[src/rtl/clock_time_sequencer.sv]
// BCD time-of-day sequencer with alarm, Avalon-MM register slave and level irq.
// Define CLOCK_SEQ_12H_EN for 12-hour mode (hours bit7 = PM), else 24-hour mode.
//
// state   | meaning
// ARMED   | waiting for the time to reach the alarm minute
// RINGING | alarm sounding; counts down ALARM_RING_SECS ticks
module clock_time_sequencer #(
    parameter int TICK_DIV        = 50000000,
    parameter int ALARM_RING_SECS = 60
) (
    input  logic        clk,
    input  logic        reset,
    input  logic [1:0]  address,
    input  logic        chipselect,
    input  logic        write_n,
    input  logic [31:0] writedata,
    output logic [31:0] readdata,
    output logic [7:0]  hours_bcd,
    output logic [7:0]  minutes_bcd,
    output logic [7:0]  seconds_bcd,
    output logic        alarm_active,
    output logic        irq
);

    localparam int PW = (TICK_DIV > 1) ? $clog2(TICK_DIV) : 1;
    localparam int RW = $clog2(ALARM_RING_SECS + 1);

    typedef enum logic {
        ARMED   = 1'b0,
        RINGING = 1'b1
    } state_t;

    function automatic logic [7:0] inc_bcd(input logic [7:0] v);
        if (v[3:0] == 4'd9) return {v[7:4] + 4'd1, 4'd0};
        else                return {v[7:4], v[3:0] + 4'd1};
    endfunction

    function automatic logic min_sec_ok(input logic [7:0] v);
        return (v[7:4] <= 4'd5) && (v[3:0] <= 4'd9);
    endfunction

`ifdef CLOCK_SEQ_12H_EN
    localparam logic [7:0] HH_RESET = 8'h12;

    function automatic logic hours_ok(input logic [7:0] v);
        return (v[6:5] == 2'b00) &&
               ((!v[4] && (v[3:0] != 4'd0) && (v[3:0] <= 4'd9)) ||
                ( v[4] && (v[3:0] <= 4'd2)));
    endfunction

    // PM flips on the 11 -> 12 step, so 12 belongs to the following half-day
    function automatic logic [7:0] inc_hours(input logic [7:0] v);
        logic [7:0] n;
        if (v[4:0] == 5'h11)      return {~v[7], 2'b00, 5'h12};
        else if (v[4:0] == 5'h12) return {v[7], 2'b00, 5'h01};
        else begin
            n = inc_bcd({3'b000, v[4:0]});
            return {v[7], 2'b00, n[4:0]};
        end
    endfunction
`else
    localparam logic [7:0] HH_RESET = 8'h00;

    function automatic logic hours_ok(input logic [7:0] v);
        return (v[3:0] <= 4'd9) &&
               ((v[7:4] <= 4'd1) || ((v[7:4] == 4'd2) && (v[3:0] <= 4'd3)));
    endfunction

    function automatic logic [7:0] inc_hours(input logic [7:0] v);
        return (v == 8'h23) ? 8'h00 : inc_bcd(v);
    endfunction
`endif

    logic [23:0]   time_q, time_d;
    logic [15:0]   alarm_q, alarm_d;
    logic [2:0]    ctrl_q, ctrl_d;
    logic          pending_q, pending_d;
    logic [PW-1:0] presc_q, presc_d;
    logic [RW-1:0] ring_cnt_q, ring_cnt_d;
    logic [31:0]   readdata_q, readdata_d;
    state_t        state_q, state_d;

    logic        wr, time_wr, alarm_wr, stop_w1c, clr_pend, set_pend;
    logic        tick, tick_eff, ring_hit;
    logic [23:0] new_time;
    logic [7:0]  unused_wdata;

    assign unused_wdata = writedata[31:24];

    always_comb begin
        time_d     = time_q;
        alarm_d    = alarm_q;
        ctrl_d     = ctrl_q;
        presc_d    = presc_q;
        ring_cnt_d = ring_cnt_q;
        state_d    = state_q;
        set_pend   = 1'b0;

        wr       = chipselect & ~write_n;
        time_wr  = wr && (address == 2'd0) && hours_ok(writedata[23:16]) &&
                   min_sec_ok(writedata[15:8]) && min_sec_ok(writedata[7:0]);
        alarm_wr = wr && (address == 2'd1) && hours_ok(writedata[15:8]) &&
                   min_sec_ok(writedata[7:0]);
        stop_w1c = wr && (address == 2'd3) && writedata[0];
        clr_pend = wr && (address == 2'd3) && writedata[1];

        tick     = ctrl_q[0] && (presc_q == PW'(TICK_DIV - 1));
        // a valid TIME write in the tick cycle swallows the tick entirely
        tick_eff = tick && !time_wr;

        new_time[7:0]   = (time_q[7:0] == 8'h59) ? 8'h00 : inc_bcd(time_q[7:0]);
        new_time[15:8]  = time_q[15:8];
        new_time[23:16] = time_q[23:16];
        if (time_q[7:0] == 8'h59) begin
            new_time[15:8] = (time_q[15:8] == 8'h59) ? 8'h00 : inc_bcd(time_q[15:8]);
            if (time_q[15:8] == 8'h59) new_time[23:16] = inc_hours(time_q[23:16]);
        end

        if (time_wr)        presc_d = '0;
        else if (ctrl_q[0]) presc_d = tick ? '0 : presc_q + PW'(1);

        if (time_wr)       time_d = writedata[23:0];
        else if (tick_eff) time_d = new_time;

        if (alarm_wr) alarm_d = writedata[15:0];
        if (wr && (address == 2'd2)) ctrl_d = writedata[2:0];

        ring_hit = tick_eff && ctrl_q[1] && (new_time[23:8] == alarm_q) &&
                   (new_time[7:0] == 8'h00);

        case (state_q)
            ARMED: begin
                if (ring_hit) begin
                    state_d    = RINGING;
                    ring_cnt_d = RW'(ALARM_RING_SECS);
                    set_pend   = 1'b1;
                end
            end
            RINGING: begin
                if (stop_w1c || !ctrl_q[1]) begin
                    state_d = ARMED;
                end else if (tick_eff) begin
                    ring_cnt_d = ring_cnt_q - RW'(1);
                    if (ring_cnt_q <= RW'(1)) state_d = ARMED;
                end
            end
            default: state_d = ARMED;
        endcase

        if (set_pend)      pending_d = 1'b1;
        else if (clr_pend) pending_d = 1'b0;
        else               pending_d = pending_q;

        case (address)
            2'd0:    readdata_d = {8'h00, time_q};
            2'd1:    readdata_d = {16'h0000, alarm_q};
            2'd2:    readdata_d = {29'd0, ctrl_q};
            default: readdata_d = {30'd0, pending_q, (state_q == RINGING)};
        endcase
    end

    always_ff @(posedge clk) begin
        if (reset) begin
            time_q     <= {HH_RESET, 16'h0000};
            alarm_q    <= '0;
            ctrl_q     <= '0;
            pending_q  <= 1'b0;
            presc_q    <= '0;
            ring_cnt_q <= '0;
            readdata_q <= '0;
            state_q    <= ARMED;
        end else begin
            time_q     <= time_d;
            alarm_q    <= alarm_d;
            ctrl_q     <= ctrl_d;
            pending_q  <= pending_d;
            presc_q    <= presc_d;
            ring_cnt_q <= ring_cnt_d;
            readdata_q <= readdata_d;
            state_q    <= state_d;
        end
    end

    assign readdata     = readdata_q;
    assign hours_bcd    = time_q[23:16];
    assign minutes_bcd  = time_q[15:8];
    assign seconds_bcd  = time_q[7:0];
    assign alarm_active = (state_q == RINGING);
    assign irq          = pending_q & ctrl_q[2];

endmodule
[config.mk]
export PLATFORM = sky130hd
export DESIGN_NAME = clock_time_sequencer
export DESIGN_NICKNAME = d
export VERILOG_FILES = /design/src/rtl/clock_time_sequencer.sv
export SDC_FILE = /design/constraint.sdc
export NUM_CORES = 1
export LEC_CHECK = 0
export ABC_AREA = 1
export CORE_MARGIN = 8
export CORE_UTILIZATION = 40
export DETAILED_ROUTE_END_ITERATION = 10
export PLACE_DENSITY = 0.68
export SLEW_MARGIN = 20
export SYNTH_ARGS = -nofsm -noshare
export SYNTH_HDL_FRONTEND = slang
export SYNTH_SLANG_ARGS = --single-unit
[constraint.sdc]
create_clock -name clk -period 6.08 [get_ports clk]
set_input_delay 1.216 -clock clk [delete_from_list [all_inputs] [get_ports clk]]
set_output_delay 1.216 -clock clk [all_outputs]
set_load 0.005 [all_outputs]
==> impl_metrics.csv, run 1 <==
group,metric,value,unit
drt,vias,5622,
power_and_ir_drop,switching_share,0.231,
drt,drc_errors,0,
power_and_ir_drop,p_comb_frac,0.050,
sta,grt_setup_unrepaired,"false",
cells_and_area,finalNetCount,964,
floorplanning,die_area,18200,um2
sta,maxSlewHeadroom,0.514,
logic_synthesis,synth_mux_area_frac,0,
power_and_ir_drop,p_per_area,186,nW/um2
sta,tns,0,ps
critical_path,worst_setup_path_start_kind,"input port",
min_path,hold_class,"flop to flop",
logic_synthesis,avgSynthCellArea,6.71,um2
drt,drt-initial-drc-count,439,
drt,wl,16300,um
grt,grt_pass1_vias,5108,
logic_synthesis,synth_edf_count,0,
cts,cts_hold_buf,0,
cells_and_area,syn2layout_area_growth,20.5,%
cts,cts.path.max_buffers,2,
grt,antenna_found_initial,0,
logic_synthesis,netlist_instances,842,
cts,ctsResizeCount,0,
grt,grt_overflow_total,0,
sta,tightest_slew,727,ps
sta,finalHoldViolations,0,
sta,period_minus_slack,4090,ps
power_and_ir_drop,p_int,976,uW
cts,cts_max_level,3,
critical_path,critPathKind,"input port to flop",
logic_synthesis,synth-simple-area-share,0.348,
cells_and_area,diodes,0,
cts,numCtsBuffers,9,
power_and_ir_drop,leakagePower,2.80,nW
power_and_ir_drop,p_seq_frac,0.524,
critical_path,worstPathArrival,4380,ps
logic_synthesis,ys_ff_latch,101,
place,port_buffers,79,
cts,cts_tree,"done",
critical_path,worstPathRequired,6370,ps
floorplanning,fp-row-count,43,
cells_and_area,final_common_cell,"nand2_1",
floorplanning,fp.dieW,135,um
grt,grt_pass1_wl,26200,um
drt,ant_nets,0,
logic_synthesis,synth_top_family_by_area,"simple AND/OR/NAND/NOR gates",
floorplanning,initial_core_util,0.409,
logic_synthesis,synth_compound_area_frac,0.135,
power_and_ir_drop,peakVddDrop,0.106,mV
floorplanning,die_y,135,um
power_and_ir_drop,p_sw,292,uW
logic_synthesis,syn_area,5650,um2
sta,setup_viol,0,
drt,drt-pass1-iter-count,5,
power_and_ir_drop,total_power,1.27,mW
drt,routedWlPerCell,14.9,um
critical_path,path_max_fanout,19,
cts,clockRootBuffer,"clkbuf_16",
sta,skew,9.77,ps
logic_synthesis,yosysWarnings,0,
grt,grt_max_degree,45,
cts,post-cts-setup-buffers,0,
cts,clk_latency,350,ps
power_and_ir_drop,clockPowerShare,0.426,
logic_synthesis,synth_flop_cell,"dfxtp_1",
cells_and_area,drive_gt1_frac,0.0492,
floorplanning,top_level_ports,96,
cts,path_clk_slew,70,ps
grt,grt_usage,0.180,
place,hpwlAfterDp,12100,um
sta,fmax,245,MHz
run_status,status,"completed",
logic_synthesis,netlist-cell-type-count,51,
logic_synthesis,synth_xor_area_frac,0.0171,
drt,routed_via_density,5.13,
cells_and_area,mostFrequentLayoutCells,"nand2_1, inv_1, dfxtp_1, nor2_1, clkdlybuf4s50_1",
logic_synthesis,yosysSeqAreaShare,0.358,
logic_synthesis,async_flop_share,0,
sta,timing.final.crit_share,0.672,
critical_path,worst_setup_path_end_kind,"flop",
sta,drv_slew,0,
cts,clkSinkCount,101,
floorplanning,coreArea,13800,um2
place,gp_congestion,0.898,
flow_run,drv_cap,0,
logic_synthesis,synthAdderAreaFrac,0.0332,
## per-stage QoR
step                hold slack, ps  instances  instance area, um2  utilization  setup slack [ps]
finish                         484       1095                6810        0.492              1990
global route                   516       1095                6810        0.492              1770
CTS                            483       1095                6810        0.492              2060
detailed placement             474       1080                6550        0.474              1690
global placement               471       1080                6550        0.474              1730
floorplan                      452        849                5680            -              3360
## state kept, by name (all words and copies together) (netlist names)
name	cells
alarm_active	1
ctrl_q	3
alarm_q	16
time_q	24
pending_q	1
presc_q	26
readdata	24
ring_cnt_q	6
## routing by layer
metal | up-vias | part of all wire | GRT usage
li1 | 2865 | - | -
met1 | 2565 | 0.45 | 0.230
met2 | 170 | 0.46 | 0.291
met3 | 22 | 0.068 | 0.0349
met4 | 0 | 0.023 | 0.0711
met5 | - | 0 | 0
## power by group through the flow
stage          clock [mW]  combinational [mW]  sequential, mW
3_3_place_gp            0              0.0630           0.680
4_1_cts             0.552              0.0630           0.664
3_5_place_dp            0              0.0628           0.680
2_1_floorplan           0              0.0307           0.679
5_1_grt             0.576              0.0688           0.664
6_report            0.540              0.0636           0.664
## layout make-up
type                    count  area [um2]
fillers                  1406        7020
multi-input cells         601        3040
flip-flops and latches    101        2020
repair buffers             84         828
inverters                 114         428
clock buffers              14         254
well taps                 180         225
clock inverters             1        7.51
## synthesized netlist by cell type (all sizes together) (2+ instances only)
library cell  number  area [um2]
nand4             12        81.3
o221ai             7        61.3
nor2             101         437
ha                15         188
or2                5        31.3
o211ai             3        22.5
a21oi             54         270
buf               20         134
o21ai             40         200
nand3             69         368
o21bai             2        18.8
a221oi             6        52.6
nor3              24         130
nor4               3        18.8
o21a               2        15.0
xor2               8        70.1
inv              113         424
o22ai             10        62.6
clkbuf            13        48.8
nand3b             3        22.5
dfxtp            101        2020
a31oi              3        18.8
nor3b              6        50.1
nand2            206         788
xnor2              3        26.3
and3               3        18.8
## cells by family (layout without fill, tap and decap cells)
group                      Yosys count  after routing
AOI/OAI and AO/OA                  132            132
adders and majority gates           15             15
buffers and inverters              147            213
DFF                                101            101
xor gates and xnor gates            11             11
and+or+nand+nor                    435            435
other                                1              8
## critical path, cell delays in order
cell and delay [ps]:
clkdlybuf4s50_1 540, nor2_1 60, buf_4 200, nand3_1 100, nor2_1 50, nand2_1 370
nand2_2 440, nor2_1 220, nand3_1 120, nor2_1 150, nand3_1 150, o21bai_2 430
nand2_1 130, nand2_1 80, nand2_1 40, nor2_1 90
## final timing paths
kind	cells past startpoint	endpoint	slack (ps)	startpoint
setup / recovery	16	ring_cnt_q[4]$_SDFFE_PP0P_	1990	address[1]
hold / removal	2	presc_q[25]$_SDFFE_PP0P_	480	presc_q[25]$_SDFFE_PP0P_
setup reg to reg	17	ring_cnt_q[4]$_SDFFE_PP0P_	2980	time_q[0]$_SDFFE_PP0P_
hold reg to reg	2	presc_q[25]$_SDFFE_PP0P_	480	presc_q[25]$_SDFFE_PP0P_
No activity file was read; power rests on OpenSTA's default activity.
==> run 2: changes to the inputs <==
==> constraint.sdc (replaced) <==
create_clock -name clk -period 4.2 [get_ports clk]
set_input_delay 0.84 -clock clk [delete_from_list [all_inputs] [get_ports clk]]
set_output_delay 0.84 -clock clk [all_outputs]
set_load 0.005 [all_outputs]
==> impl_metrics.csv, run 2 (synthesis results as in run 1) <==
group,metric,value,unit
floorplanning,initial_core_util,0.409,
floorplanning,top_level_ports,96,
sta,finalHoldViolations,0,
critical_path,cp_num_buf_inv,0,
critical_path,ff2ff_setup_slack,1170,ps
critical_path,worstPathRequired,4490,ps
cells_and_area,drive_gt1_frac,0.0524,
critical_path,cpMaxStageDelayCell,"dfxtp_1",
run_status,status,"completed",
cells_and_area,diodes,0,
sta,maxSlewHeadroom,0.474,
cells_and_area,syn2layout_area_growth,20.9,%
floorplanning,fp.dieW,135,um
place,dpl_cell_area,6560,um2
cts,numCtsBuffers,9,
cells_and_area,mostFrequentLayoutCells,"nand2_1, inv_1, dfxtp_1, nor2_1, clkdlybuf4s50_1",
min_path,hold_class,"flop to flop",
cts,cts_tree,"done",
place,hpwlAfterDp,12300,um
grt,grt_usage,0.180,
cts,post-cts-setup-buffers,0,
grt,grt_pass1_wl,26300,um
place,port_buffers,79,
drt,routedWlPerCell,15.0,um
grt,grt_overflow_total,0,
floorplanning,fp-row-count,43,
critical_path,worst_setup_path_start_kind,"flop",
critical_path,critPathLaunch,"time_q[0]$_SDFFE_PP0P_",
critical_path,path_cells,"ha_1 -> nand2_2 -> nor2_4 -> nand2_4 -> nor2_8 -> nand2_1 -> nand2_1 -> nand2_1 -> nand2_1 -> nand2_1 -> nor2_1 -> nand3_1 -> o21bai_2 -> nand2_1 -> nand2_1 -> nand2_1 -> nor2_1",
cells_and_area,stdcell_area,6830,um2
sta,fmax,330,MHz
critical_path,cpMostUsedCell,"nand2_1",
cts,ctsResizeCount,0,
drt,drc_errors,0,
sta,timing.final.crit_share,0.721,
cts,cts_hold_buf,0,
cells_and_area,finalNetCount,966,
power_and_ir_drop,leakagePower,2.82,nW
critical_path,reg2reg_from,"time_q[0]$_SDFFE_PP0P_",
cells_and_area,largest_register_ffs,26,
min_path,hold_end,"readdata[3]$_SDFF_PP0_",
critical_path,worstPathArrival,3320,ps
cts,clkSinkCount,101,
floorplanning,die_y,135,um
critical_path,critPathKind,"flop to flop",
cells_and_area,largest_register,"presc_q",
grt,grt_max_degree,36,
drt,drt-pass1-iter-count,5,
critical_path,cpLargestDelayFamily,"simple AND/OR/NAND/NOR gates",
cts,clk_latency,350,ps
sta,tns,0,ps
drt,drt-initial-drc-count,507,
cells_and_area,regArea,2020,um2
critical_path,timing.rr.end,"ring_cnt_q[4]$_SDFFE_PP0P_",
min_path,holdPathStages,2,
drt,routed_via_density,5.16,
grt,grt_pass1_vias,5141,
place,gp_congestion,0.915,
sta,grt_setup_unrepaired,"false",
power_and_ir_drop,peakVddDrop,0.162,mV
cts,path_clk_slew,70,ps
min_path,min_from,"alarm_q[3]$_SDFFE_PP0P_",
cts,cts.path.max_buffers,2,
critical_path,cpPeakStageDelay,490,ps
drt,wl,16500,um
flow_run,drv_cap,0,
sta,tightest_slew,787,ps
floorplanning,die_area,18200,um2
cells_and_area,final_common_cell,"nand2_1",
critical_path,r2r_cells,17,
drt,vias,5652,
sta,period_minus_slack,3030,ps
cts,cts_max_level,3,
cts,clockRootBuffer,"clkbuf_16",
sta,setup_viol,0,
drt,ant_nets,0,
critical_path,path_max_fanout,12,
critical_path,worst_setup_path_end_kind,"flop",
sta,skew,7.04,ps
grt,antenna_found_initial,0,
cells_and_area,multiInputGateArea,3040,um2
floorplanning,coreArea,13800,um2
cells_and_area,fillers,1396,
sta,drv_slew,0,
power_and_ir_drop,p_per_area,269,nW/um2
-- run 2: changes by cell type in the layout (fill, tap and decap cells not counted) --
cell / before / now
buf_4: 5 / 7
clkbuf_1: 4 / 2
clkbuf_8: 1 / 2
-- run 2: worst min-delay path, cell delays in order, from the launching register on --
cell	delay, ps
dfxtp_1	330
nand2_1	60
a21oi_1	50
-- run 2: cell type report --
cell class / count / area share
multi-input combinational: 601 / 0.446
sequential: 101 / 0.296
timing repair buffer: 86 / 0.123
inverter: 114 / 0.0626
clock buffer: 13 / 0.0381
tap: 180 / 0.0330
clock inverter: 1 / 0.00110
-- run 2: worst max-delay path by stage --
stage	cells after the start	slack, ps	to
5_1_grt	17	890	ring_cnt_q[4]$_SDFFE_PP0P_
3_3_place_gp	9	880	presc_q[14]$_SDFFE_PP0P_
2_1_floorplan	13	1860	ring_cnt_q[0]$_SDFFE_PP0P_
3_5_place_dp	9	860	presc_q[14]$_SDFFE_PP0P_
4_1_cts	17	1170	ring_cnt_q[4]$_SDFFE_PP0P_
6_report	17	1170	ring_cnt_q[4]$_SDFFE_PP0P_
-- run 2: metal layers --
metal / wire [um] / GRT usage / share of wire
met5: 0 / 0 / 0
met2: 7640 / 0.297 / 0.46
met1: 7460 / 0.228 / 0.45
met3: 1050 / 0.0331 / 0.064
met4: 339 / 0.0705 / 0.021
-- run 2: metrics by stage --
step           utilization  hold slack [ps]  power, mW  setup WS, ps  cells
3_3_place_gp         0.475              471       1.08           883   1082
5_1_grt              0.494              508       1.90           890   1096
2_1_floorplan            -              452       1.03          1860    849
4_1_cts              0.494              486       1.86          1170   1096
3_5_place_dp         0.475              474       1.08           862   1082
6_report             0.494              488       1.84          1170   1096
-- run 2: report_power, final --
part | switching (mW) | internal (mW)
Combinational | 0.0571 | 0.0363
Sequential | 0.00236 | 0.960
Clock | 0.355 | 0.429
